**config.mk**
```make
export PLATFORM = sky130hd
export DESIGN_NAME = multi_channel_support_unit
export DESIGN_NICKNAME = d
export VERILOG_FILES = /design/src/rtl/multi_channel_support_unit.sv
export SDC_FILE = /design/constraint.sdc
export NUM_CORES = 1
export LEC_CHECK = 0
export BUFFER_PORTS_ARGS = -buffer_cell sky130_fd_sc_hd__buf_2
export CAP_MARGIN = 20
export CORE_MARGIN = 5
export CORE_UTILIZATION = 40
export CTS_BUF_LIST = sky130_fd_sc_hd__clkbuf_16
export DETAILED_ROUTE_END_ITERATION = 7
export SLEW_MARGIN = 0
export SYNTH_ARGS = -nofsm -noshare
export SYNTH_HDL_FRONTEND = slang
export SYNTH_SLANG_ARGS = --single-unit
export TNS_END_PERCENT = 10
```
**constraint.sdc**
```tcl
create_clock -name clk -period 5.8 [get_ports clk]
set_clock_uncertainty 0.15 [all_clocks]
set_input_delay 0.58 -clock clk [delete_from_list [all_inputs] [get_ports clk]]
set_output_delay 0.58 -clock clk [all_outputs]
set_load 0.05 [all_outputs]
```
**src/rtl/multi_channel_support_unit.sv**
```systemverilog
// Multi-channel support-vertex store: NUM_CHANNELS channels x NUM_CONTEXTS contexts
// with per-entry valid bits, per-channel bypass and an adaptive context window.
module multi_channel_support_unit #(
  parameter int ADDRESS_WIDTH = 6,
  parameter int NUM_CONTEXTS  = 4,
  parameter int NUM_CHANNELS  = 4,
  parameter int STAGE_WIDTH   = 3,
  // Defaults track the project stage encodings; override if those change.
  parameter logic [STAGE_WIDTH-1:0] STAGE_IDLE         = STAGE_WIDTH'(0),
  parameter logic [STAGE_WIDTH-1:0] STAGE_RESET_ROOTS  = STAGE_WIDTH'(6),
  parameter logic [STAGE_WIDTH-1:0] STAGE_WRITE_TO_MEM = STAGE_WIDTH'(7),
  localparam int EXPOSED_DATA_SIZE = ADDRESS_WIDTH + 3
) (
  input  logic                                      clk,
  input  logic                                      reset,
  input  logic [STAGE_WIDTH-1:0]                    global_stage,
  input  logic [NUM_CHANNELS*EXPOSED_DATA_SIZE-1:0] input_data,
  input  logic [NUM_CHANNELS-1:0]                   do_not_store,
  output logic [NUM_CHANNELS*EXPOSED_DATA_SIZE-1:0] output_data,
  output logic [NUM_CHANNELS-1:0]                   stale_read
);

  localparam int E     = EXPOSED_DATA_SIZE;
  localparam int PTR_W = $clog2(NUM_CONTEXTS);
  localparam logic [PTR_W-1:0] CTX_HALF = PTR_W'(NUM_CONTEXTS / 2);
  localparam logic [PTR_W-1:0] CTX_LAST = PTR_W'(NUM_CONTEXTS - 1);

  typedef enum logic [1:0] {
    WIN_LO   = 2'd0,
    WIN_HI   = 2'd1,
    WIN_FULL = 2'd2
  } win_t;

  logic [STAGE_WIDTH-1:0] stage, last_stage;
  logic [PTR_W-1:0]       wr_ptr, rd_ptr;
  logic [PTR_W-1:0]       ctx_min, ctx_max;
  win_t                   win_q, win_d;
  logic                   not_first, not_first_d;
  logic [E-1:0]           mem [NUM_CHANNELS][NUM_CONTEXTS];
  logic [NUM_CONTEXTS-1:0] valid [NUM_CHANNELS];
  logic                   write_stage, advance, rr_entry;

  assign write_stage = (stage == STAGE_WRITE_TO_MEM);
  assign advance     = write_stage && !(&do_not_store);
  assign rr_entry    = (stage == STAGE_RESET_ROOTS) && (last_stage != STAGE_RESET_ROOTS);

  // Two contexts cannot form a half window, so the pointers just toggle.
  function automatic logic [PTR_W-1:0] step_ptr(input logic [PTR_W-1:0] p,
                                                input logic [PTR_W-1:0] lo,
                                                input logic [PTR_W-1:0] hi);
    if (NUM_CONTEXTS == 2) return ~p;
    return (p < hi) ? p + PTR_W'(1) : lo;
  endfunction

  always_comb begin
    ctx_min = '0;
    ctx_max = CTX_LAST;
    case (win_q)
      WIN_LO:  ctx_max = CTX_HALF - PTR_W'(1);
      WIN_HI:  ctx_min = CTX_HALF;
      default: ;
    endcase
  end

  // NOTE: every always_comb output gets a default first so no path holds a value (no latch).
  always_comb begin
    win_d       = win_q;
    not_first_d = not_first;
    if (rr_entry && (wr_ptr == '0 || wr_ptr == CTX_HALF)) begin
      if (!not_first) begin
        win_d       = WIN_HI;
        not_first_d = 1'b1;
      end else if (win_q == WIN_FULL) begin
        win_d = (wr_ptr == '0) ? WIN_HI : WIN_LO;
      end else begin
        win_d = WIN_FULL;
      end
    end
  end

  always_ff @(posedge clk) begin
    if (reset) begin
      win_q     <= WIN_LO;
      not_first <= 1'b0;
    end else begin
      win_q     <= win_d;
      not_first <= not_first_d;
    end
  end

  // NOTE: non-blocking reads of mem/valid see start-of-cycle contents, which gives
  // read-before-write even when rd_ptr == wr_ptr.
  always_ff @(posedge clk) begin
    if (reset) begin
      stage       <= STAGE_IDLE;
      last_stage  <= STAGE_IDLE;
      wr_ptr      <= '0;
      rd_ptr      <= PTR_W'(1);
      output_data <= '0;
      stale_read  <= '0;
      for (int c = 0; c < NUM_CHANNELS; c++) valid[c] <= '0;
    end else begin
      stage      <= global_stage;
      last_stage <= stage;
      if (advance) begin
        wr_ptr <= step_ptr(wr_ptr, ctx_min, ctx_max);
        rd_ptr <= step_ptr(rd_ptr, ctx_min, ctx_max);
      end
      if (write_stage) begin
        for (int c = 0; c < NUM_CHANNELS; c++) begin
          if (do_not_store[c]) begin
            output_data[c*E +: E] <= input_data[c*E +: E];
            stale_read[c]         <= 1'b0;
            if (advance) valid[c][wr_ptr] <= 1'b0;
          end else begin
            output_data[c*E +: E] <= valid[c][rd_ptr] ? mem[c][rd_ptr] : '0;
            stale_read[c]         <= !valid[c][rd_ptr];
            valid[c][wr_ptr]      <= 1'b1;
          end
        end
      end
    end
  end

  // NOTE: data storage is deliberately not reset; the valid bits mark what is meaningful.
  always_ff @(posedge clk) begin
    if (advance) begin
      for (int c = 0; c < NUM_CHANNELS; c++) begin
        if (!do_not_store[c]) mem[c][wr_ptr] <= input_data[c*E +: E];
      end
    end
  end

endmodule

```
# ---- Word-level counts from Yosys, hierarchy flattened
# Memories as Yosys holds them, arrays and structs flattened.
# Cells that the tools add are included.
dict set report word_totals {
  ram_bits 160
  n_memories 2
  register_bits 53
  wordCells 192
  out_inout_bits 40
  input_bits 45
}
dict set report op_classes {
  order_cmp 8
  reduce_logical 14
  bitwise_logic 34
  n_eq_ne 6
  mux 118
  n_addsub 2
}
# memory words width read_ports rd_ports_with_merged_regs write_ports line_no
set mem_list {}
lappend mem_list {mem 4 36 4 0 4 39} ;# logic [E-1:0] mem [NUM_CHANNELS][NUM_CONTEXTS];
lappend mem_list {valid 4 4 4 0 4 40} ;# logic [NUM_CONTEXTS-1:0] valid [NUM_CHANNELS];
# operator count
set ops {}
lappend ops {{$mux W9} 17}
lappend ops {{$mux W36} 4}
lappend ops {{$mux W1} 73}
lappend ops {{$bmux W9 S2} 4}
lappend ops {{$mux W4} 8}
lappend ops {{$or A1 B1 Y1} 32}
lappend ops {{$demux W9 S2} 1}
lappend ops {{$mux W2} 6}
lappend ops {{$bmux W1 S2} 4}
lappend ops {{$eq A3 B3 Y1 const B} 2}
lappend ops {{$ge A3 B3 Y1 const B} 2}
lappend ops {{$lt A2 B3 Y1 const B} 2}
lappend ops {{$not A2 Y3} 2}
lappend ops {{$logic_and A1 B1 Y1} 5}
lappend ops {{$logic_not A1 Y1} 5}
lappend ops {{$add A2 B1 Y2 const B} 2}
lappend ops {{$eq A2 B2 Y1 const B} 2}
lappend ops {{$logic_not A2 Y1} 2}
lappend ops {{$lt A2 B2 Y1} 2}
lappend ops {{$reduce_and A4 Y1} 1}
lappend ops {{$lt A3 B1 Y1 const B} 1}
lappend ops {{$ne A3 B3 Y1 const B} 1}
lappend ops {{$demux W1 S2} 1}
lappend ops {{$eq A2 B1 Y1 const B} 1}
lappend ops {{2 further kinds} 2}

# ---- Depth between registers and ports, before layout
dict set report logic_depth {
  word_depth 10
  ltp_mapped 7
  mapped_depth_nobuf 6
}

# ---- Least setup slack after synthesis
# Ideal clock, no wire load.
dict set report synth_timing {
  path_kind {input to register}
  startpoint {in reset}
  endpoint {mem valid[0][1] (enable)}
  path_buffers 3
  setup_time_ns 0.291
  required_time_ns 5.359
  path_stages 4
  slack_ns 3.857
  arrival_ns 1.502
  cell_sequence {clkbuf_1 -> clkbuf_1 -> buf_1 -> a21o_1}
}
# element line_no
set synth_rtl {}
lappend synth_rtl {{start: declaration} 15} ;# input logic reset,
lappend synth_rtl {{end: declaration} 40}

# ---- Worst setup path in the final report
dict set report layout_timing {
  startpoint {reg rd_ptr[0]}
  endpoint {reg stale_read[3]}
}
dict set report layout_via {
  elab_chain_cells 4
}
# element line_no
set layout_rtl {}
lappend layout_rtl {{start: declaration} 35} ;# logic [PTR_W-1:0] wr_ptr, rd_ptr;
lappend layout_rtl {{start signal: assignment} 107} ;# rd_ptr <= step_ptr(rd_ptr, ctx_min, ctx_max);
lappend layout_rtl {{$bmux W1 S2} 117} ;# stale_read[c] <= !valid[c][rd_ptr];
lappend layout_rtl {{$mux W1 (implied by the code)} 117}
lappend layout_rtl {{$logic_not A1 Y1} 117}
lappend layout_rtl {{$mux W1} 111} ;# if (do_not_store[c]) begin
lappend layout_rtl {{end signal: indexed assignment} 117}
lappend layout_rtl {{end: declaration} 20} ;# output logic [NUM_CHANNELS-1:0] stale_read
# Every way passes these cells. The select of a mux whose other input is x is not followed.
# A chain may end at the register's enable or synchronous reset.

==> metrics.txt <==
status=completed; Worst Hold Launch=global_stage[0]; setup ws final=between 3000 and 4000 ps; CTS tree=built; Post-Syn Nets=609; die area=0.0248 mm2; CP Data Arrival Time=just under 3000 ps; residual DRC count=0; setup TNS=0 ps; RSZ-0062 raised after global routing=no; asr flop ratio synth=0%; height of the die=157 um; worst-margin pin slew=roughly 1100 ps; top cell type's share of synthesized area=55.3%; Setup crit start kind=register; Final Wtd Congestion=0.714; Combinational Power Share=3.5%; first-pass GRT wire length=29200 um; mux share of post-synthesis cell area=10.9%; number of diodes=0; IO buf count=84; Avg Cell Area, Syn=15.6 um2; Hold Slack=139 ps; fraction of layout cells with a size suffix above 1=around 26%; sw frac=between 20% and 30%; Tmin final=2650 ps; Die Width=157 um; Post-Synth XOR/XNOR Area=0%; H-tree levels=1; Tot GR Track Use=14.9%; Fin. Hold Viols=0; Worst EP required=6090 ps; terminus of the critical flop-to-flop path=stale_read[3]; post-synthesis sequential area ratio=approximately two thirds; R2R setup slack=3150 ps; Distinct cells, synth=36; Clock Tree Root=clkbuf_16; reg-to-reg startpoint=rd_ptr[0]; I/O pins=85; Crit. End Element=register; DR vias/cell=5.41; largest area contributor in the netlist=edfxtp_1; max frequency=0.378 GHz; row cnt=54; grt peak-use layer=met2; EDFF count, synth=160; worst slack at placement=3070 ps; Slew HR=27.9%; Initial Util=about two fifths; Antenna Nets Post-Route=0; clock power share=42.2%; HPWL after DPL=11100 um; Switch Pwr=643 uW; Hold Path Sink=stage[0]; clock transition at the registers of the reported paths=60 ps; number of setup buffers added after CTS=0; antenna violations before repair=0; met1 Usage GRT=20.4%; Slew Viols, Final=0; # Max-Cap Violations=0; WL/cell=19.7 um; final core occ=45.8%; met2 Use GR=24.7%; combinational family with the most area after synthesis=multiplexers; main flop type after synthesis=edfxtp_1; top post-synthesis cells by area=edfxtp_1, dfxtp_1, mux4_2, nand3b_1, nor2_1; clock sinks=213; routed wire length=18200 um; largest net degree at the start of global routing=72; total CTS buffers=23; core area=approximately 0.022 mm2; sequential share of power=54.3%; P_leak=roughly 0.0035 uW; Synth Area in Adders=0.864%; setup violation total in the final timing report=0; vias=5000; compound-gate portion of the synthesized area=8.55%; placed insts=roughly 880; Synth Area in Simple Gates=~9.0%; CP Max Fanout=23; GR Layer Usage met3=2.50%; Setup Crit Path Kind=register to register; CTS max path bufs=3; non-filler instance count after layout=924; Hold Crit Class=input pin to register; Remaining Overflow, GRT=0; Seq cells post-synth=around 210; number of warnings issued by yosys=0; number of global-route vias before repair=5289; internal power=2400 uW; Tcrit/Tclk final=45.6%; Worst-Skew Late Latency=500 ps; Hold Buf Count CTS=0; Layout area overhead=13.9%; Peak VDD IR=0.200 mV; Synth Instances=between 500 and 600; Cell Pwr Density=slightly above 300 mW/mm2; # resized after CTS=0; synthesized area=0.00869 mm2; R2R cell count=5; router iterations before antenna repair=4; hold path depth=2; Iter 0 DRT Violations=297; fin nets=678
-- logic make-up (layout without fill, tap and decap cells) --
kind of cell / Yosys count / after routing
DFF: 213 / 213
and+or+nand+nor: 146 / 146
AOI/OAI and AO/OA: 105 / 105
buffers and inverters: 47 / 133
muxes: 41 / 41
adders and majority gates: 6 / 6
-- layer usage --
metal | wire (um) | share of wire [%]
met5 | 0 | 0
met4 | 457 | 2.5
met3 | 988 | 5.4
met2 | 8780 | 48
met1 | 7950 | 44
-- state kept, by name, indices dropped and copies added (netlist names) --
register / count
output_data: 36
rd_ptr: 2
stale_read: 4
win_q: 2
valid: 16
wr_ptr: 2
stage: 3
last_stage: 3
mem: 144
not_first: 1
-- cell usage after synthesis (5+ instances only) --
master    number
a211oi_2      11
nor3_1         6
edfxtp_1     160
and2_1        15
a211oi_1      26
ha_1           6
nor2_1        68
clkbuf_1      24
a21oi_1       45
buf_2          7
buf_6          5
dfxtp_1       53
nand3b_1      37
nor2b_1        7
mux4_2        31
mux4_1         9
a21o_1        17
-- how the worst max path moves through the flow --
stage,slack (ps),end,depth (start not counted),from
after floorplan,3860,valid[0][1],4,reset
after global placement,3090,stale_read[3],5,rd_ptr[0]
after detailed placement,3070,stale_read[3],5,rd_ptr[0]
after CTS,3060,stale_read[3],5,rd_ptr[0]
after global routing,2870,stale_read[0],5,rd_ptr[0]
final,3150,stale_read[3],5,rd_ptr[0]
-- stage by stage --
stage / area (um2) / total power (uW)
finish: 9900 / 3040
global route: 9900 / 3170
detailed placement: 9220 / 1790
global placement: 9220 / 1790
floorplan: 8690 / 1750
CTS: 9880 / 3080
-- power groups by stage --
stage	Sequential [uW]	Combinational [uW]	Clock, uW
3_3_place_gp	1680	102	0
3_5_place_dp	1690	107	0
2_1_floorplan	1700	51.6	0
4_1_cts	1650	107	1320
6_report	1650	106	1290
5_1_grt	1650	116	1400
-- critical path, cell delays in order (launching register included) --
cell and delay [ps]:
dfxtp_2 820, buf_4 510, mux4_2 730, nor3_1 190, a21oi_1 60, nor2_1 100
-- cell usage in the layout (no fill, tap or decap), types with 15 or more instances in the layout --
cell type	synthesis	layout
a21o_1	17	17
nor2_1	68	68
buf_2	7	84
clkbuf_16	0	23
a21oi_1	45	45
nand3b_1	37	37
a211oi_1	26	26
edfxtp_1	160	160
and2_1	15	15
mux4_2	31	31
dfxtp_1	53	51
-- layout make-up --
cell class | instances | area (um2)
Sequential cell | 213 | 5870
Clock buffer | 23 | 576
Multi-Input combinational cell | 298 | 2540
Tap cell | 280 | 350
Timing Repair Buffer | 89 | 470
Clock inverter | 19 | 87.6
Inverter | 2 | 7.51
Fill cell | 1948 | 11700
Power figures use the tool's default switching activity.
